[config.mk]
export PLATFORM = sky130hd
export DESIGN_NAME = vsync_std_lock_ctrl
export DESIGN_NICKNAME = d
export VERILOG_FILES = /design/src/rtl/vsync_std_lock_ctrl.sv
export SDC_FILE = /design/constraint.sdc
export NUM_CORES = 1
export LEC_CHECK = 0
export ABC_AREA = 0
export CORE_MARGIN = 4
export CORE_UTILIZATION = 24
export DETAILED_ROUTE_END_ITERATION = 6
export DONT_BUFFER_PORTS = 1
export PLACE_DENSITY = 0.35
export SYNTH_ARGS = -nofsm -noshare
export SYNTH_HDL_FRONTEND = slang
export SYNTH_SLANG_ARGS = --single-unit
[constraint.sdc]
create_clock -name clk_in -period 3.9 [get_ports clk_in]
set_input_delay 0.39 -clock clk_in [delete_from_list [all_inputs] [get_ports clk_in]]
set_output_delay 0.39 -clock clk_in [all_outputs]
set_load 0.1 [all_outputs]
[src/rtl/vsync_std_lock_ctrl.sv]
// rtl/vsync_std_lock_ctrl.sv - VSYNC period measurement and PAL/NTSC lock controller
// Frames are timed in prescaler ticks; the reported standard moves only through acquire/lock hysteresis.
module vsync_std_lock_ctrl #(
  parameter int CNT_W         = 6,
  parameter int PAL_MIN       = 24,
  parameter int MIN_VALID     = 16,
  parameter int MAX_VALID     = 31,
  parameter int TIMEOUT       = 48,
  parameter int LOCK_FRAMES   = 4,
  parameter int UNLOCK_FRAMES = 3
) (
  input  logic             clk_in,
  input  logic             rst,
  input  logic             tick,
  input  logic             vsync_in,
  output logic             is_pal,
  output logic             is_ntsc,
  output logic             locked,
  output logic             no_signal,
  output logic             std_changed,
  output logic             frame_strobe,
  output logic [CNT_W-1:0] period_out
);

  localparam int AGR_W = $clog2(LOCK_FRAMES + 1);
  localparam int MIS_W = $clog2(UNLOCK_FRAMES + 1);

  localparam logic [CNT_W-1:0] CNT_ZERO  = '0;
  localparam logic [CNT_W-1:0] CNT_ONE   = CNT_W'(1);
  localparam logic [CNT_W-1:0] CNT_MAX   = CNT_W'(TIMEOUT);
  localparam logic [CNT_W-1:0] P_MIN     = CNT_W'(MIN_VALID);
  localparam logic [CNT_W-1:0] P_MAX     = CNT_W'(MAX_VALID);
  localparam logic [CNT_W-1:0] P_PAL     = CNT_W'(PAL_MIN);
  localparam logic [AGR_W-1:0] AGR_ZERO  = '0;
  localparam logic [AGR_W-1:0] AGR_ONE   = AGR_W'(1);
  localparam logic [AGR_W-1:0] AGR_LOCK  = AGR_W'(LOCK_FRAMES);
  localparam logic [MIS_W-1:0] MIS_ZERO  = '0;
  localparam logic [MIS_W-1:0] MIS_ONE   = MIS_W'(1);
  localparam logic [MIS_W-1:0] MIS_LIMIT = MIS_W'(UNLOCK_FRAMES);

  typedef enum logic [1:0] {
    ST_NO_SIGNAL = 2'd0,
    ST_SEARCH    = 2'd1,
    ST_LOCKED    = 2'd2
  } state_t;

  state_t           state, state_next;
  logic             sync1, sync2, sync_prev;
  logic             fall;
  logic [CNT_W-1:0] cnt;
  logic             valid, cls, timed_out;
  logic [AGR_W-1:0] agree, agree_next, agree_inc, agree_sum;
  logic [MIS_W-1:0] miss, miss_next, miss_inc;
  logic             cand, cand_next;
  logic             pal_next, chg_next;

  // Synchronisers reset low so a high VSYNC at reset release cannot fake a falling edge.
  always_ff @(posedge clk_in or posedge rst) begin
    if (rst) begin
      sync1     <= 1'b0;
      sync2     <= 1'b0;
      sync_prev <= 1'b0;
    end else begin
      sync1     <= vsync_in;
      sync2     <= sync1;
      sync_prev <= sync2;
    end
  end

  assign fall = sync_prev & ~sync2;

  // A tick landing on the edge cycle belongs to the next frame.
  always_ff @(posedge clk_in or posedge rst) begin
    if (rst) begin
      cnt <= CNT_ZERO;
    end else if (fall) begin
      cnt <= tick ? CNT_ONE : CNT_ZERO;
    end else if (tick && (cnt < CNT_MAX)) begin
      cnt <= cnt + CNT_ONE;
    end
  end

  assign valid     = (cnt >= P_MIN) && (cnt <= P_MAX);
  assign cls       = (cnt >= P_PAL);
  assign timed_out = (cnt == CNT_MAX);
  assign agree_inc = (agree == AGR_LOCK) ? agree : agree + AGR_ONE;
  assign miss_inc  = miss + MIS_ONE;

  always_ff @(posedge clk_in or posedge rst) begin
    if (rst) begin
      state <= ST_NO_SIGNAL;
      agree <= AGR_ZERO;
      miss  <= MIS_ZERO;
      cand  <= 1'b0;
    end else begin
      state <= state_next;
      agree <= agree_next;
      miss  <= miss_next;
      cand  <= cand_next;
    end
  end

  always_comb begin
    state_next = state;
    agree_next = agree;
    agree_sum  = agree;
    miss_next  = miss;
    cand_next  = cand;
    pal_next   = is_pal;
    chg_next   = 1'b0;
    case (state)
      ST_NO_SIGNAL: begin
        if (fall) begin
          state_next = ST_SEARCH;
          agree_next = AGR_ZERO;
          cand_next  = 1'b0;
          miss_next  = MIS_ZERO;
        end
      end
      ST_SEARCH: begin
        if (fall) begin
          if (!valid) begin
            agree_next = AGR_ZERO;
          end else begin
            if (cls == cand) begin
              agree_sum = agree_inc;
            end else begin
              cand_next = cls;
              agree_sum = AGR_ONE;
            end
            agree_next = agree_sum;
            if (agree_sum >= AGR_LOCK) begin
              state_next = ST_LOCKED;
              pal_next   = cand_next;
              miss_next  = MIS_ZERO;
              chg_next   = (cand_next != is_pal);
            end
          end
        end else if (timed_out) begin
          state_next = ST_NO_SIGNAL;
        end
      end
      ST_LOCKED: begin
        if (fall) begin
          if (valid && (cls == is_pal)) begin
            miss_next = MIS_ZERO;
          end else if (miss_inc >= MIS_LIMIT) begin
            state_next = ST_SEARCH;
            agree_next = AGR_ZERO;
            cand_next  = is_pal;
            miss_next  = MIS_ZERO;
          end else begin
            miss_next = miss_inc;
          end
        end else if (timed_out) begin
          state_next = ST_NO_SIGNAL;
        end
      end
      default: begin
        state_next = ST_NO_SIGNAL;
      end
    endcase
  end

  // Status flags follow the next state so they line up with the edge that caused them.
  always_ff @(posedge clk_in or posedge rst) begin
    if (rst) begin
      is_pal       <= 1'b0;
      is_ntsc      <= 1'b1;
      locked       <= 1'b0;
      no_signal    <= 1'b1;
      std_changed  <= 1'b0;
      frame_strobe <= 1'b0;
      period_out   <= CNT_ZERO;
    end else begin
      is_pal       <= pal_next;
      is_ntsc      <= ~pal_next;
      locked       <= (state_next == ST_LOCKED);
      no_signal    <= (state_next == ST_NO_SIGNAL);
      std_changed  <= chg_next;
      frame_strobe <= fall;
      if (fall) begin
        period_out <= cnt;
      end
    end
  end

endmodule

==> flow_metrics.env <==
export IMPL_wl_per_cell_um=14.72
export IMPL_synthCells=152
export IMPL_fin_crit_sh_pct=60.35
export IMPL_h_tree_depth=2
export IMPL_clockRootBuffer="clkbuf_8"
export IMPL_powerDensity_nw_per_um2=533.9
export IMPL_min_path_type="input pin to flop"
export IMPL_cts_tree="done"
export IMPL_setup_ws_ps=1547
export IMPL_avgSynthCellArea_um2=10.03
export IMPL_port_buffer_count=0
export IMPL_setup_tns_ps=0
export IMPL_rows=28
export IMPL_setup_viol=0
export IMPL_initial_core_util_pct=25.17
export IMPL_place_ws_ps=1540
export IMPL_ys_ff_latch=29
export IMPL_finalCriticalPeriod_ps=2353
export IMPL_worstPathRequired_ps=4060
export IMPL_num_fill_cells=636
export IMPL_grt_pass1_vias=1119
export IMPL_io_pins=16
export IMPL_nets=171
export IMPL_worst_pin_slew_ps=903.8
export IMPL_leakagePower_nw=0.8098
export IMPL_synth_edf_count=0
export IMPL_antenna_found_initial=0
export IMPL_overflow=0
export IMPL_status="finished, final reports clean"
export IMPL_cts_made_buffers=5
export IMPL_fin_worst_skew_ps=5.808
export IMPL_drc_errors=0
export IMPL_slew_headroom_pct=39.75
export IMPL_clockPowerShare_pct=30.0
export IMPL_final_common_cell="dfrtp_1"
export IMPL_synth_distinct_cells=44
export IMPL_yosysWarnings=0
export IMPL_drt_pass1_iterations=4
export IMPL_syn_area_um2=1525
export IMPL_path_max_fanout=8
export IMPL_antenna_left=0
export IMPL_fmax_ghz=0.4249
export IMPL_grt_max_degree=21
export IMPL_vias_per_cell=4.721
export IMPL_insertion_delay_ps=280
export IMPL_rsz0062_at_grt="false"
export IMPL_grt_usage_pct=10.08
export IMPL_drive_above_1_share_pct=13.92
export IMPL_yosys_most_used_dff="dfrtp_1"
export IMPL_die_h_um=87.72
export IMPL_yosysSeqAreaShare_pct=47.74
export IMPL_switchingPower_mw=0.3489
export IMPL_via_count=1100
export IMPL_clkTransAtPathRegs_ps=70
export IMPL_hold_viol_final=0
export IMPL_grt_pass1_wl_um=5892
export IMPL_slew_viol_final=0
export IMPL_cap_violations=0
export IMPL_arrival_ps=2520
export IMPL_crit_type="flop to flop"
export IMPL_place_gp_congestion=0.7888
export IMPL_place_hpwl_um=2523
export IMPL_wirelength_um=3429
export IMPL_p_sw_share_pct=37.87
export IMPL_p_int_mw=0.5723
export IMPL_dieArea_um2=7695
export IMPL_place_inst=224
export IMPL_die_w_um=87.72
export IMPL_syn_num_nets=166
export IMPL_p_comb_share_pct=19.4
export IMPL_end_kind="flop"
export IMPL_hold_worst_slack_ps=134.6
export IMPL_clock_path_buffers=2
export IMPL_final_cell_mix="dfrtp_1 (27), nand2_1 (19), inv_1 (13)"
export IMPL_async_reset_ff_share_pct=100.0
export IMPL_min_path_cells=0
export IMPL_area_delta_synth_final_pct=13.13
export IMPL_ff2ff_path_depth=7
export IMPL_coreArea_um2=6061
export IMPL_fin_cells=233
export IMPL_antennaDiodeCount=0
export IMPL_seq_power_share_pct=50.6
export IMPL_cts_sinks=29
export IMPL_drtIter0Drc=41
export IMPL_startpoint_type="flop"
export IMPL_peakVddDrop_mv=0.1522
-- per-stage QoR --
step | cell area [um^2] | total power, mW | utilization [%]
floorplan | 1525 | 0.6052 | -
global placement | 1614 | 0.6474 | 26.63
detailed placement | 1614 | 0.6506 | 26.63
CTS | 1725 | 0.9346 | 28.47
global route | 1725 | 0.9761 | 28.47
finish | 1725 | 0.9212 | 28.47
-- critical path, cell delays in order, from the launching register on --
cell and delay [ps]:
dfrtp_1 470, nand2_1 110, nand2_1 100, ha_1 410
o21ai_0 130, or4_4 430, a21oi_1 220, mux2_2 360
-- per-layer routing --
layer / GRT usage (%) / part of all wire (%) / vias to the layer above / wire length (um)
met5: 0 / 0 / - / 0
met4: 2.929 / 0.70 / 0 / 24
met3: 3.481 / 4.2 / 3 / 145
met2: 15.89 / 46 / 25 / 1583
met1: 13.06 / 49 / 534 / 1675
li1: - / - / 538 / -
-- cells in the mapped netlist, types with 2 or more instances --
cell / count / area share, %
a211oi_1: 3 / 1.5
a21o_1: 2 / 0.98
a21oi_1: 6 / 2.0
a221oi_1: 3 / 1.7
clkbuf_1: 4 / 0.98
dfrtp_1: 27 / 44
dfstp_2: 2 / 3.4
ha_1: 10 / 8.2
inv_1: 13 / 3.2
mux2_2: 3 / 2.2
mux2i_1: 2 / 1.3
nand2_1: 19 / 4.7
nand3_1: 5 / 1.6
nand4_1: 2 / 0.82
nor2_1: 10 / 2.5
nor3b_1: 2 / 0.98
nor4b_1: 2 / 1.1
o211ai_1: 2 / 0.98
o21ai_0: 6 / 2.0
o21bai_1: 2 / 0.98
xor2_1: 4 / 2.3
-- power groups by stage --
stage	clock, mW	combinational (mW)	sequential, mW
finish	0.277	0.179	0.466
global route	0.299	0.206	0.470
CTS	0.288	0.181	0.466
detailed placement	0	0.179	0.472
global placement	0	0.176	0.471
floorplan	0	0.145	0.461
-- cell families (layout without fill, tap and decap cells) --
logic type               Yosys count  count (layout)  share of synthesized area (%)
AO/OA/AOI/OAI                     33              33                          15.18
AND/OR/NAND/NOR                   53              53                          18.54
buffers and inverters             18              24                          4.512
adder cells (fa/ha/maj)           10              10                          8.203
multiplexers                       5               5                          3.527
flip-flops                        29              29                          47.74
XOR/XNOR                           4               4                          2.297
-- worst paths after layout --
check	slack [ps]	startpoint	to
setup / recovery	1550	cnt[4]$_DFFE_PP0P_	miss[0]$_DFFE_PP0P_
hold / removal	130	vsync_in	sync1$_DFF_PP0_
setup reg to reg	1550	cnt[4]$_DFFE_PP0P_	miss[0]$_DFFE_PP0P_
hold reg to reg	350	sync1$_DFF_PP0_	sync2$_DFF_PP0_
max in group asynchronous	2690	rst	is_ntsc$_DFF_PP1_
min in group asynchronous	540	rst	state[1]$_DFF_PP0_
-- state kept, by name, summed over array words and instances, names as in the netlist --
register	cells
miss	2
locked	1
sync_prev	1
no_signal	1
cand	1
sync2	1
std_changed	1
period_out	6
sync1	1
is_ntsc	1
state	2
cnt	6
agree	3
is_pal	1
frame_strobe	1
-- timing repair --
| item | CTS | global route |
|---|---|---|
| resized for setup | 0 | 0 |
| hold endpoints to repair | 8 | 0 |
| hold buffers | 1 | 0 |
| setup buffers | 0 | 0 |
-- layout make-up --
type                    instances  area, um^2  share of cell area, %
well taps                      75       93.84                  5.439
inverters                      13       48.80                  2.828
repair buffers                  3       25.02                  1.450
clock inverters                 1       5.005                 0.2901
flip-flops and latches         29       728.2                  42.20
multi-input cells             105       728.2                  42.20
clock buffers                   7       96.34                  5.584
Power figures use the tool's default switching activity.
